===== src/rtl/comp_debounce.sv =====
// -----------------------------------------------------------------------------
// comp_debounce
//   Debounces the raw output of an analog comparator. The asynchronous input
//   is first passed through a two-flop synchronizer. A four-state FSM then
//   commits a new level only after the synchronized input has stayed at that
//   level for debounce_len extra cycles.
//
//   The block emits one-cycle rise and fall strobes and keeps sticky event
//   flags. It can optionally keep a saturating count of rising edges.
//
// Optional feature macro: COMP_EDGE_COUNT_EN (adds edge_count port + counter)
//
// Ports
//   wb_clk_i      in   clock, rising edge
//   wb_rst_i      in   synchronous active-high reset
//   comp_in       in   raw comparator level (asynchronous)
//   enable        in   1 = qualify, 0 = hold FSM in LOW
//   debounce_len  in   extra stable cycles required before commit (live)
//   clr_i         in   strobe: clears sticky flags (and edge_count)
//   comp_out      out  debounced level
//   rise_pulse    out  1-cycle strobe on committed rising edge
//   fall_pulse    out  1-cycle strobe on committed falling edge
//   sticky_rise   out  latched rise event
//   sticky_fall   out  latched fall event
//   edge_count    out  16-bit saturating rise count (macro only)
// -----------------------------------------------------------------------------
module comp_debounce #(
    parameter int CNT_W = 8
) (
    input  logic             wb_clk_i,
    input  logic             wb_rst_i,
    input  logic             comp_in,
    input  logic             enable,
    input  logic [CNT_W-1:0] debounce_len,
    input  logic             clr_i,
    output logic             comp_out,
    output logic             rise_pulse,
    output logic             fall_pulse,
    output logic             sticky_rise,
    output logic             sticky_fall
`ifdef COMP_EDGE_COUNT_EN
    ,
    output logic [15:0]      edge_count
`endif
);

    typedef enum logic [1:0] {
        ST_LOW       = 2'd0,
        ST_RISE_PEND = 2'd1,
        ST_HIGH      = 2'd2,
        ST_FALL_PEND = 2'd3
    } state_t;

    logic             r_sync1, r_sync2;
    state_t           r_state, w_state_nxt;
    logic [CNT_W-1:0] r_cnt, w_cnt_nxt;
    logic             w_commit;
    logic             w_rise_nxt, w_fall_nxt;
    logic             r_comp_out, r_rise, r_fall;
    logic             r_sticky_rise, r_sticky_fall;

    // The length is compared live. If it drops below the running count,
    // the FSM commits on the next edge. The count only advances while it is
    // below the length, so it can never wrap.
    assign w_commit = (r_cnt >= debounce_len);

    // Next-state logic.
    always_comb begin
        w_state_nxt = r_state;
        w_cnt_nxt   = r_cnt;
        w_rise_nxt  = 1'b0;
        w_fall_nxt  = 1'b0;
        if (!enable) begin
            // A forced drop to LOW is not a qualified edge, so no fall strobe.
            w_state_nxt = ST_LOW;
            w_cnt_nxt   = '0;
        end else begin
            case (r_state)
                ST_LOW: begin
                    if (r_sync2) begin
                        w_state_nxt = ST_RISE_PEND;
                        w_cnt_nxt   = '0;
                    end
                end
                ST_RISE_PEND: begin
                    if (!r_sync2) begin
                        w_state_nxt = ST_LOW;
                    end else if (w_commit) begin
                        w_state_nxt = ST_HIGH;
                        w_rise_nxt  = 1'b1;
                    end else begin
                        w_cnt_nxt = r_cnt + 1'b1;
                    end
                end
                ST_HIGH: begin
                    if (!r_sync2) begin
                        w_state_nxt = ST_FALL_PEND;
                        w_cnt_nxt   = '0;
                    end
                end
                ST_FALL_PEND: begin
                    if (r_sync2) begin
                        w_state_nxt = ST_HIGH;
                    end else if (w_commit) begin
                        w_state_nxt = ST_LOW;
                        w_fall_nxt  = 1'b1;
                    end else begin
                        w_cnt_nxt = r_cnt + 1'b1;
                    end
                end
                default: begin
                    w_state_nxt = ST_LOW;
                    w_cnt_nxt   = '0;
                end
            endcase
        end
    end

    // Sequential logic. The outputs are registered from the next state, so
    // comp_out tracks the state register exactly.
    always_ff @(posedge wb_clk_i) begin
        if (wb_rst_i) begin
            r_sync1       <= 1'b0;
            r_sync2       <= 1'b0;
            r_state       <= ST_LOW;
            r_cnt         <= '0;
            r_comp_out    <= 1'b0;
            r_rise        <= 1'b0;
            r_fall        <= 1'b0;
            r_sticky_rise <= 1'b0;
            r_sticky_fall <= 1'b0;
        end else begin
            r_sync1       <= comp_in;
            r_sync2       <= r_sync1;
            r_state       <= w_state_nxt;
            r_cnt         <= w_cnt_nxt;
            r_comp_out    <= (w_state_nxt == ST_HIGH) || (w_state_nxt == ST_FALL_PEND);
            r_rise        <= w_rise_nxt;
            r_fall        <= w_fall_nxt;
            // The flags are set from the visible strobe. A clear that lands
            // in the strobe cycle therefore loses to the set.
            r_sticky_rise <= r_rise | (r_sticky_rise & ~clr_i);
            r_sticky_fall <= r_fall | (r_sticky_fall & ~clr_i);
        end
    end

    assign comp_out    = r_comp_out;
    assign rise_pulse  = r_rise;
    assign fall_pulse  = r_fall;
    assign sticky_rise = r_sticky_rise;
    assign sticky_fall = r_sticky_fall;

`ifdef COMP_EDGE_COUNT_EN
    logic [15:0] r_edge_cnt;

    // Saturating count of rise strobes. An increment takes priority over a
    // clear; once saturated, the count holds at 0xFFFF.
    always_ff @(posedge wb_clk_i) begin
        if (wb_rst_i) begin
            r_edge_cnt <= '0;
        end else if (r_rise) begin
            if (r_edge_cnt != 16'hFFFF) r_edge_cnt <= r_edge_cnt + 16'd1;
        end else if (clr_i) begin
            r_edge_cnt <= '0;
        end
    end

    assign edge_count = r_edge_cnt;
`endif

endmodule


===== config.mk =====
export PLATFORM = sky130hd
export DESIGN_NAME = comp_debounce
export DESIGN_NICKNAME = d
export VERILOG_FILES = /design/src/rtl/comp_debounce.sv
export SDC_FILE = /design/constraint.sdc
export NUM_CORES = 1
export LEC_CHECK = 0
export ABC_CLOCK_PERIOD_IN_PS = 2510
export BUFFER_PORTS_ARGS = -buffer_cell sky130_fd_sc_hd__buf_2
export CORE_UTILIZATION = 52
export DETAILED_ROUTE_END_ITERATION = 10
export GPL_ROUTABILITY_DRIVEN = 0
export PLACE_DENSITY = 0.76
export SYNTH_ARGS = -nofsm -noshare
export SYNTH_HDL_FRONTEND = slang
export SYNTH_SLANG_ARGS = --single-unit

===== constraint.sdc =====
create_clock -name wb_clk_i -period 2.51 [get_ports wb_clk_i]
set_input_delay 0.3765 -clock wb_clk_i [delete_from_list [all_inputs] [get_ports wb_clk_i]]
set_output_delay 0.3765 -clock wb_clk_i [all_outputs]
set_load 0.02 [all_outputs]

# After elaboration in Yosys (flattened, before gate mapping)
# Cells that the tools add are included.
# totals
output_inout_bits	5
ff_bits	17
wordCells	50
in_bits	13
# op_classes
n_mux	15
n_bitwise	9
n_lt_le_gt_ge	1
n_eq_ne	9
reduce_logical	6
add_sub_neg	1
# op_table
op	count
$mux W8	5
$pmux W8 S4	1
$mux W2	7
$add A8 B1 Y8 const B	1
$eq A2 B2 Y1 const B	4
$ge A8 B8 Y1	1
$ne A2 B2 Y1 const B	4
$pmux W2 S4	1
$reduce_or A4 Y1	2
$not A1 Y1	5
$reduce_and A4 Y1	1
$and A1 B1 Y1	2
$eq A2 B1 Y1 const B	1
$logic_not A2 Y1	1
$or A1 B1 Y1	2
$reduce_or A2 Y1	1
$logic_or A1 B1 Y1	1
$mux W1	1

# Logic depth before layout (Yosys ltp)
# Gate-level depths: netlist of the first run.
# logic_depth
ltp_word	7
depth_mapped	8
ltp_nobuf	7

# Worst setup path before layout of the first run
# No wires, ideal clock.
# synth_timing
kind	reg2reg
startpoint	register r_cnt[0]
endpoint	register r_cnt[3]
stages_incl_launch_ff	8
t_required_ns	2.438
n_path_buf	0
arrival_time_ns	1.978
period_less_slack_ns	2.050
slack_ns	0.460
cell_sequence	dfxtp_1 inv_1 ha_1 nand2b_4 a2111oi_4 o32ai_2 or4_1 a21oi_1
# synth_via
elab_chain_cells	4
word_cells_on_any_way	6
cone_classes	add/sub (1); order compare (1); mux (4)
# synth_lines
element	line	source
start, declared	56	logic [CNT_W-1:0] r_cnt, w_cnt_nxt;
start signal, assigned	136	r_cnt <= w_cnt_nxt;
$add A8 B1 Y8 or $ge A8 B8 Y1 (tied branches)	92, 108, 65	
$mux W8 *	88, 104	
$mux W8, on equally long branches	102, 86	
$pmux W8 S4 *	78	case (r_state)
# Mark *: on every way between the ends. The rest lies on a longest branch, timed or not. The select of a mux whose other input is x is not followed.
# A chain may end at the register's enable or synchronous reset.

# Worst setup path in the final report of the first run
# layout_timing
startpoint	register r_cnt[0]
endpoint	register r_cnt[7]
# Same word-level chain as after synthesis.

==> results of run 1 <==
[state kept, by name (all words and copies together), names as in the netlist]
name / cells
comp_out: 1
fall_pulse: 1
r_cnt: 8
r_state: 2
r_sync1: 1
r_sync2: 1
rise_pulse: 1
sticky_fall: 1
sticky_rise: 1
[cells in the mapped netlist]
cell / count / area (um2)
o31ai_1: 3 / 22.5
o32ai_2: 1 / 16.3
nand4_1: 3 / 18.8
nand2_1: 6 / 22.5
ha_1: 9 / 113
nand3_1: 4 / 20.0
o21a_1: 2 / 15.0
nor2_1: 6 / 22.5
or4_1: 4 / 30.0
o211ai_1: 1 / 7.51
nor2b_1: 3 / 18.8
mux2i_1: 1 / 10.0
o31a_1: 1 / 8.76
nand2b_1: 1 / 6.26
nor3_1: 1 / 5.00
xnor2_1: 1 / 8.76
inv_1: 11 / 41.3
nand2b_4: 1 / 13.8
xor2_1: 1 / 8.76
dfxtp_1: 17 / 340
or3_1: 2 / 12.5
o21ai_0: 6 / 30.0
and4b_1: 2 / 20.0
a2111oi_4: 1 / 27.5
a21oi_1: 12 / 60.1
buf_2: 1 / 5.00
[per-stage QoR]
stage / utilization, % / power (mW) / hold slack (ns)
global route: 66.1 / 0.468 / 0.319
detailed placement: 64.4 / 0.315 / 0.448
floorplan: - / 0.301 / 0.414
finish: 66.1 / 0.447 / 0.309
global placement: 64.4 / 0.313 / 0.418
CTS: 66.1 / 0.452 / 0.306
[cell families (layout without fill, tap and decap cells)]
family	Yosys count	count (layout)
compound gates	27	27
xor+xnor	2	2
fa+ha+maj	9	9
buf+inv	12	32
flops	17	17
mux	1	1
simple gates	33	33
[final cells by class]
cell class / instances / area (um2)
inverter: 11 / 41.3
multi-input combinational: 72 / 518
sequential: 17 / 340
fill: 135 / 528
tap: 16 / 20.0
timing repair buffer: 17 / 85.1
clock buffer: 4 / 26.3
[per-layer routing]
| layer | vias up | track usage (%) |
|---|---|---|
| met4 | 0 | 3.75 |
| met2 | 9 | 30.7 |
| met1 | 344 | 29.1 |
| met5 | - | 0 |
| met3 | 3 | 6.25 |
| li1 | 407 | - |
[worst max-delay path by stage]
stage	startpoint	endpoint	slack, ns	cells after the start
6_report	r_cnt[0]	r_cnt[7]	0.15	7
2_1_floorplan	r_cnt[0]	r_cnt[3]	0.46	7
3_5_place_dp	debounce_len[0]	r_cnt[7]	0.13	7
3_3_place_gp	debounce_len[0]	r_cnt[6]	0.20	7
4_1_cts	r_cnt[0]	r_cnt[7]	0.16	7
5_1_grt	r_cnt[0]	r_cnt[6]	0.03	7
[power breakdown]
group | switching [mW] | internal, mW | total [mW]
Combinational | 0.0179 | 0.0179 | 0.0358
Sequential | 0.00136 | 0.271 | 0.273
Clock | 0.0768 | 0.0618 | 0.139
[critical path: stages, from the launching register on]
cell and delay [ns]:
dfxtp_1 0.39, inv_1 0.08, ha_1 0.27, nand2b_4 0.15
a2111oi_4 0.39, o32ai_2 0.30, or4_1 0.57, a21oi_1 0.15
==> qor.tcl, run 1 <==
set qor(result_of_the_run) {finished with violations}
set qor(violations) {DRC}
set qor(clkSlewWorstSetupHoldPaths_ns) 0.09
set qor(dp.final_hpwl_mm) 1.29
set qor(layout-drive-gt1-share_pct) 19.0
set qor(post_cts.repair.setup_buffers) 0
set qor(first_global_vias) 693
set qor(pin_count_of_the_biggest_net_entering_global_routing) 19
set qor(grt_overflow_total) 0
set qor(holdPathEnd) {r_sync1}
set qor(timing_hold_violations_final) 0
set qor(class_of_the_tightest_hold_or_removal_check) {in -> reg}
set qor(drt_drc_violations_left) 1
set qor(period_needed_ns) 2.36
set qor(postCtsResizedCells) 0
set qor(synth_xor_area_share_pct) 1.94
set qor(synth_area_um2) 905
set qor(max-cap-violations) 0
set qor(syn_area_per_cell_um2) 8.96
set qor(stdcell_area_um2) 1030
set qor(slew_headroom_pct) 37.1
set qor(fin_skew_ns) 0.00615
set qor(dieArea_um2) 1910
set qor(drt_iter0_markers) 22
set qor(critical_path.reg2reg.startpoint) {r_cnt[0]}
set qor(detailroute.wirelength.met2_um) 726
set qor(io-pin-count) 18
set qor(ctsRootBufferMaster) {clkbuf_4}
set qor(ir_drop_uv) 354
set qor(antenna_found_initial) 0
set qor(hold_buffers) 0
set qor(die_width_um) 43.7
set qor(rr_endpoint) {r_cnt[7]}
set qor(setup_total_negative_slack_ns) 0
set qor(worstHoldStart) {comp_in}
set qor(worst_skew_pair.late_latency_ns) 0.29
set qor(reg2reg_slack_ns) 0.15
set qor(ant_nets) 0
set qor(post_synth_mux_area_share_pct) 1.11
set qor(setup_violations) 0
set qor(postSynthCellCount) 101
set qor(antenna_cells_inserted) 0
set qor(placeableCoreArea_um2) 1560
set qor(clk_path_buf_depth) 2
set qor(synth.ff_latch_count) 17
set qor(worst_setup_path_end_kind) {register}
set qor(cp_max_fo) 18
set qor(routed_via_density) 5.57
set qor(power_leakage_nw) 0.453
set qor(layout_common_cells) {dfxtp_1 (17), buf_2 (17), a21oi_1 (12)}
set qor(start_util_pct) 58.0
set qor(wp_data_arrival_ns) 2.58
set qor(worst-slew-pin-transition_ns) 0.944
set qor(final-instance-count-excl-fill) 137
set qor(synth_fa_ha_area_share_pct) 12.4
set qor(yosys.cell_types.count) 26
set qor(globalRouteTotalUtil_pct) 20.4
set qor(drt-wirelength-per-cell_um) 11.8
set qor(dr_vias) 763
set qor(drt_first_pass_iters) 7
set qor(layout.nets) 144
set qor(critical_path_class) {reg -> reg}
set qor(numCtsBuffers) 3
set qor(pins_over_their_slew_limit) 0
set qor(htree_levels) 1
set qor(placed_instance_area_um2) 1000
set qor(port_buffers) 17
set qor(power_density_nw_per_um2) 433
set qor(cts.sink_count) 17
set qor(pre_cts_setup_slack_ns) 0.129
set qor(post_synth_and_or_nand_nor_area_fraction_pct) 21.0
set qor(place_inst) 133
set qor(drt-total-wl_mm) 1.62
set qor(num_rows) 14
set qor(final.period_utilization_pct) 94.0
set qor(area_fraction_in_compound_gates_after_synthesis_pct) 20.7
set qor(maximum_clock_frequency_mhz) 424
set qor(seq_area_frac_synth_pct) 37.6
set qor(synth_warnings) 0
set qor(floorplan.die.height_um) 43.7
set qor(top_signal_layer_used) {met4}
set qor(holdPathStages) 2
set qor(tritoncts_clock_tree) {built}
set qor(syn_nets) 123
set qor(area_growth_syn_to_layout_pct) 14.0
set qor(crit_path_start_kind) {register}
set qor(critPathRequiredTime_ns) 2.73
set qor(grt_first_pass_wirelength_mm) 2.93
set qor(main_combinational_cell_family_by_area_after_synthesis) {simple AND/OR/NAND/NOR gates}
set qor(reg2reg_depth) 7
set qor(met1Wirelength_um) 831
set qor(grt_setup_unrepaired) {false}
set qor(detailroute.wirelength.met3_um) 50
set qor(setup_ws_ns) 0.150
No activity file was read; power rests on OpenSTA's default activity.
==> run 2, diff against run 1 <==
==> config.mk (replaced) <==
export PLATFORM = sky130hd
export DESIGN_NAME = comp_debounce
export DESIGN_NICKNAME = d
export VERILOG_FILES = /design/src/rtl/comp_debounce.sv
export SDC_FILE = /design/constraint.sdc
export NUM_CORES = 1
export LEC_CHECK = 0
export ABC_CLOCK_PERIOD_IN_PS = 2800
export BUFFER_PORTS_ARGS = -buffer_cell sky130_fd_sc_hd__buf_2
export CORE_UTILIZATION = 56
export DETAILED_ROUTE_END_ITERATION = 10
export GPL_ROUTABILITY_DRIVEN = 0
export PLACE_DENSITY = 0.81
export SKIP_CTS_REPAIR_TIMING = 1
export SYNTH_ARGS = -nofsm -noshare
export SYNTH_HDL_FRONTEND = slang
export SYNTH_SLANG_ARGS = --single-unit
==> constraint.sdc (replaced) <==
create_clock -name wb_clk_i -period 2.8 [get_ports wb_clk_i]
set_input_delay 0.42 -clock wb_clk_i [delete_from_list [all_inputs] [get_ports wb_clk_i]]
set_output_delay 0.42 -clock wb_clk_i [all_outputs]
set_load 0.02 [all_outputs]
==> qor.tcl, run 2 (same netlist as run 1, synthesis figures left out) <==
set qor(period_needed_ns) 2.37 ;# was 2.36 ns
set qor(timing_hold_violations_final) 0 ;# unchanged
set qor(clkSlewWorstSetupHoldPaths_ns) 0.09 ;# about the same
set qor(maximum_clock_frequency_mhz) 422 ;# was 424 MHz
set qor(part_of_the_total_power_dissipated_in_sequential_elements_pct) 60.7 ;# was 61.0%
set qor(ir_drop_uv) 364 ;# was 354 uV
set qor(drt_drc_violations_left) 0 ;# was 1
set qor(dp.final_hpwl_mm) 1.37 ;# was 1.29 mm
set qor(setup_violations) 0 ;# unchanged
set qor(path_delay_family) {compound AO/OA/AOI/OAI gates} ;# unchanged
set qor(dr_vias) 774 ;# was 763
set qor(power_frac_comb_pct) 8.1 ;# was 8.0%
set qor(pre_cts_setup_slack_ns) 0.356 ;# was 0.129 ns
set qor(floorplan.die.height_um) 42.2 ;# was 43.7 um
set qor(layout.nets) 144 ;# unchanged
set qor(worst-slew-pin-transition_ns) 0.975 ;# was 0.944 ns
set qor(cts.sink_count) 17 ;# unchanged
set qor(area_growth_syn_to_layout_pct) 14.0 ;# unchanged
set qor(final.period_utilization_pct) 84.6 ;# was 94.0%
set qor(start_util_pct) 60.0 ;# was 58.0%
set qor(finalHoldWorstSlack_ns) 0.344 ;# was 0.309 ns
set qor(crit_path_start_kind) {register} ;# unchanged
set qor(fin_skew_ns) 0.00298 ;# was 0.00615 ns
set qor(cp_cell_sequence) {inv_1, ha_1, nand2b_4, a2111oi_4, o32ai_2, or4_1, a21oi_1} ;# unchanged
set qor(critical_path_class) {reg -> reg} ;# unchanged
set qor(switching_power_uw) 88.5 ;# was 96.0 uW
set qor(setup_total_negative_slack_ns) 0 ;# unchanged
set qor(cellInternalPower_uw) 315 ;# was 351 uW
set qor(drt_first_pass_iters) 5 ;# was 7
set qor(drt-wirelength-per-cell_um) 12.8 ;# was 11.8 um
set qor(antenna_cells_inserted) 0 ;# unchanged
set qor(wp_data_arrival_ns) 2.59 ;# was 2.58 ns
set qor(worst_setup_path_end_kind) {register} ;# unchanged
set qor(dieArea_um2) 1780 ;# was 1910 um2
set qor(result_of_the_run) {finished, final reports clean} ;# was finished with violations
set qor(critPathRequiredTime_ns) 3.02 ;# was 2.73 ns
set qor(drt_iter0_markers) 15 ;# was 22
set qor(numCtsBuffers) 3 ;# unchanged
set qor(die_width_um) 42.2 ;# was 43.7 um
set qor(grt_overflow_total) 0 ;# unchanged
set qor(max-cap-violations) 0 ;# unchanged
set qor(first_global_vias) 753 ;# was 693
set qor(pins_over_their_slew_limit) 0 ;# unchanged
set qor(layout_common_cells) {dfxtp_1 (17), buf_2 (17), a21oi_1 (12)} ;# unchanged
set qor(worst_skew_pair.late_latency_ns) 0.28 ;# was 0.29 ns
set qor(globalRouteTotalUtil_pct) 22.2 ;# was 20.4%
set qor(largestRegisters) {r_cnt (8), r_state (2)} ;# unchanged
set qor(switching_share_pct) 21.9 ;# was 21.5%
set qor(grt_first_pass_wirelength_mm) 3.05 ;# was 2.93 mm
set qor(worst-path-buf-inv) 1 ;# unchanged
set qor(crit_slowest_cell) {or4_1} ;# unchanged
set qor(ctsRootBufferMaster) {clkbuf_4} ;# unchanged
set qor(tritoncts_clock_tree) {built} ;# unchanged
set qor(port_buffers) 17 ;# unchanged
set qor(setup_ws_ns) 0.430 ;# was 0.150 ns
set qor(worst_path_largest_cell_delay_ns) 0.56 ;# was 0.57 ns
set qor(grt_setup_unrepaired) {false} ;# unchanged
set qor(routed_via_density) 5.65 ;# was 5.57
set qor(layout-drive-gt1-share_pct) 19.0 ;# unchanged
set qor(clock_power_share_pct) 31.2 ;# was 31.0%
set qor(class_of_the_tightest_hold_or_removal_check) {in -> reg} ;# unchanged
set qor(drt-total-wl_mm) 1.75 ;# was 1.62 mm
set qor(pin_count_of_the_biggest_net_entering_global_routing) 19 ;# unchanged
set qor(cp_max_fo) 18 ;# unchanged
set qor(placeableCoreArea_um2) 1510 ;# was 1560 um2
set qor(htree_levels) 1 ;# unchanged
set qor(power_leakage_nw) 0.453 ;# unchanged
set qor(antenna_found_initial) 0 ;# unchanged
set qor(ant_nets) 0 ;# unchanged
set qor(power_density_nw_per_um2) 391 ;# was 433 nW/um2
set qor(num_rows) 14 ;# unchanged
set qor(largest_reg_flops) 8 ;# unchanged
set qor(max_flop_register) {r_cnt} ;# unchanged
set qor(clk_path_buf_depth) 2 ;# unchanged
set qor(io-pin-count) 18 ;# unchanged
set qor(slew_headroom_pct) 35.0 ;# was 37.1%
[run 2: cell counts in the layout (fill, tap and decap cells not counted)]
No cell type changed its count.
[run 2: path summary, 6_finish.rpt]
path | from | to | slack, ns | cells after the start
min | comp_in | r_sync1 | 0.34 | 2
max | r_cnt[0] | r_cnt[7] | 0.43 | 7
min reg2reg | r_sync1 | r_sync2 | 0.46 | 1
max reg2reg | r_cnt[0] | r_cnt[7] | 0.43 | 7
[run 2: power by group through the flow]
stage | clock network, mW | logic [mW] | registers [mW]
finish | 0.126 | 0.0327 | 0.245
global route | 0.141 | 0.0366 | 0.245
CTS | 0.130 | 0.0328 | 0.244
detailed placement | 0 | 0.0327 | 0.250
global placement | 0 | 0.0307 | 0.250
floorplan | 0 | 0.0198 | 0.250
[run 2: cell type report]
cell class                      instances  area (um2)
Multi-Input combinational cell         72         518
Inverter                               11        41.3
Tap cell                               16        20.0
Timing Repair Buffer                   17        85.1
Sequential cell                        17         340
Fill cell                             129         475
Clock buffer                            4        26.3
[run 2: metrics by stage]
| stage | area (um2) | total power, mW | cells | util (%) |
|---|---|---|---|---|
| 2_1_floorplan | 905 | 0.270 | 101 | - |
| 3_3_place_gp | 1000 | 0.281 | 133 | 66.7 |
| 3_5_place_dp | 1000 | 0.283 | 133 | 66.7 |
| 4_1_cts | 1030 | 0.407 | 137 | 68.4 |
| 5_1_grt | 1030 | 0.423 | 137 | 68.4 |
| 6_report | 1030 | 0.403 | 137 | 68.4 |
[run 2: per-layer routing]
layer | GRT usage, % | part of all wire [%] | up-vias
met5 | 0 | 0 | -
met3 | 7.76 | 3.5 | 2
met4 | 8.75 | 0.63 | 0
met2 | 36.3 | 50 | 9
li1 | - | - | 405
met1 | 26.6 | 46 | 358
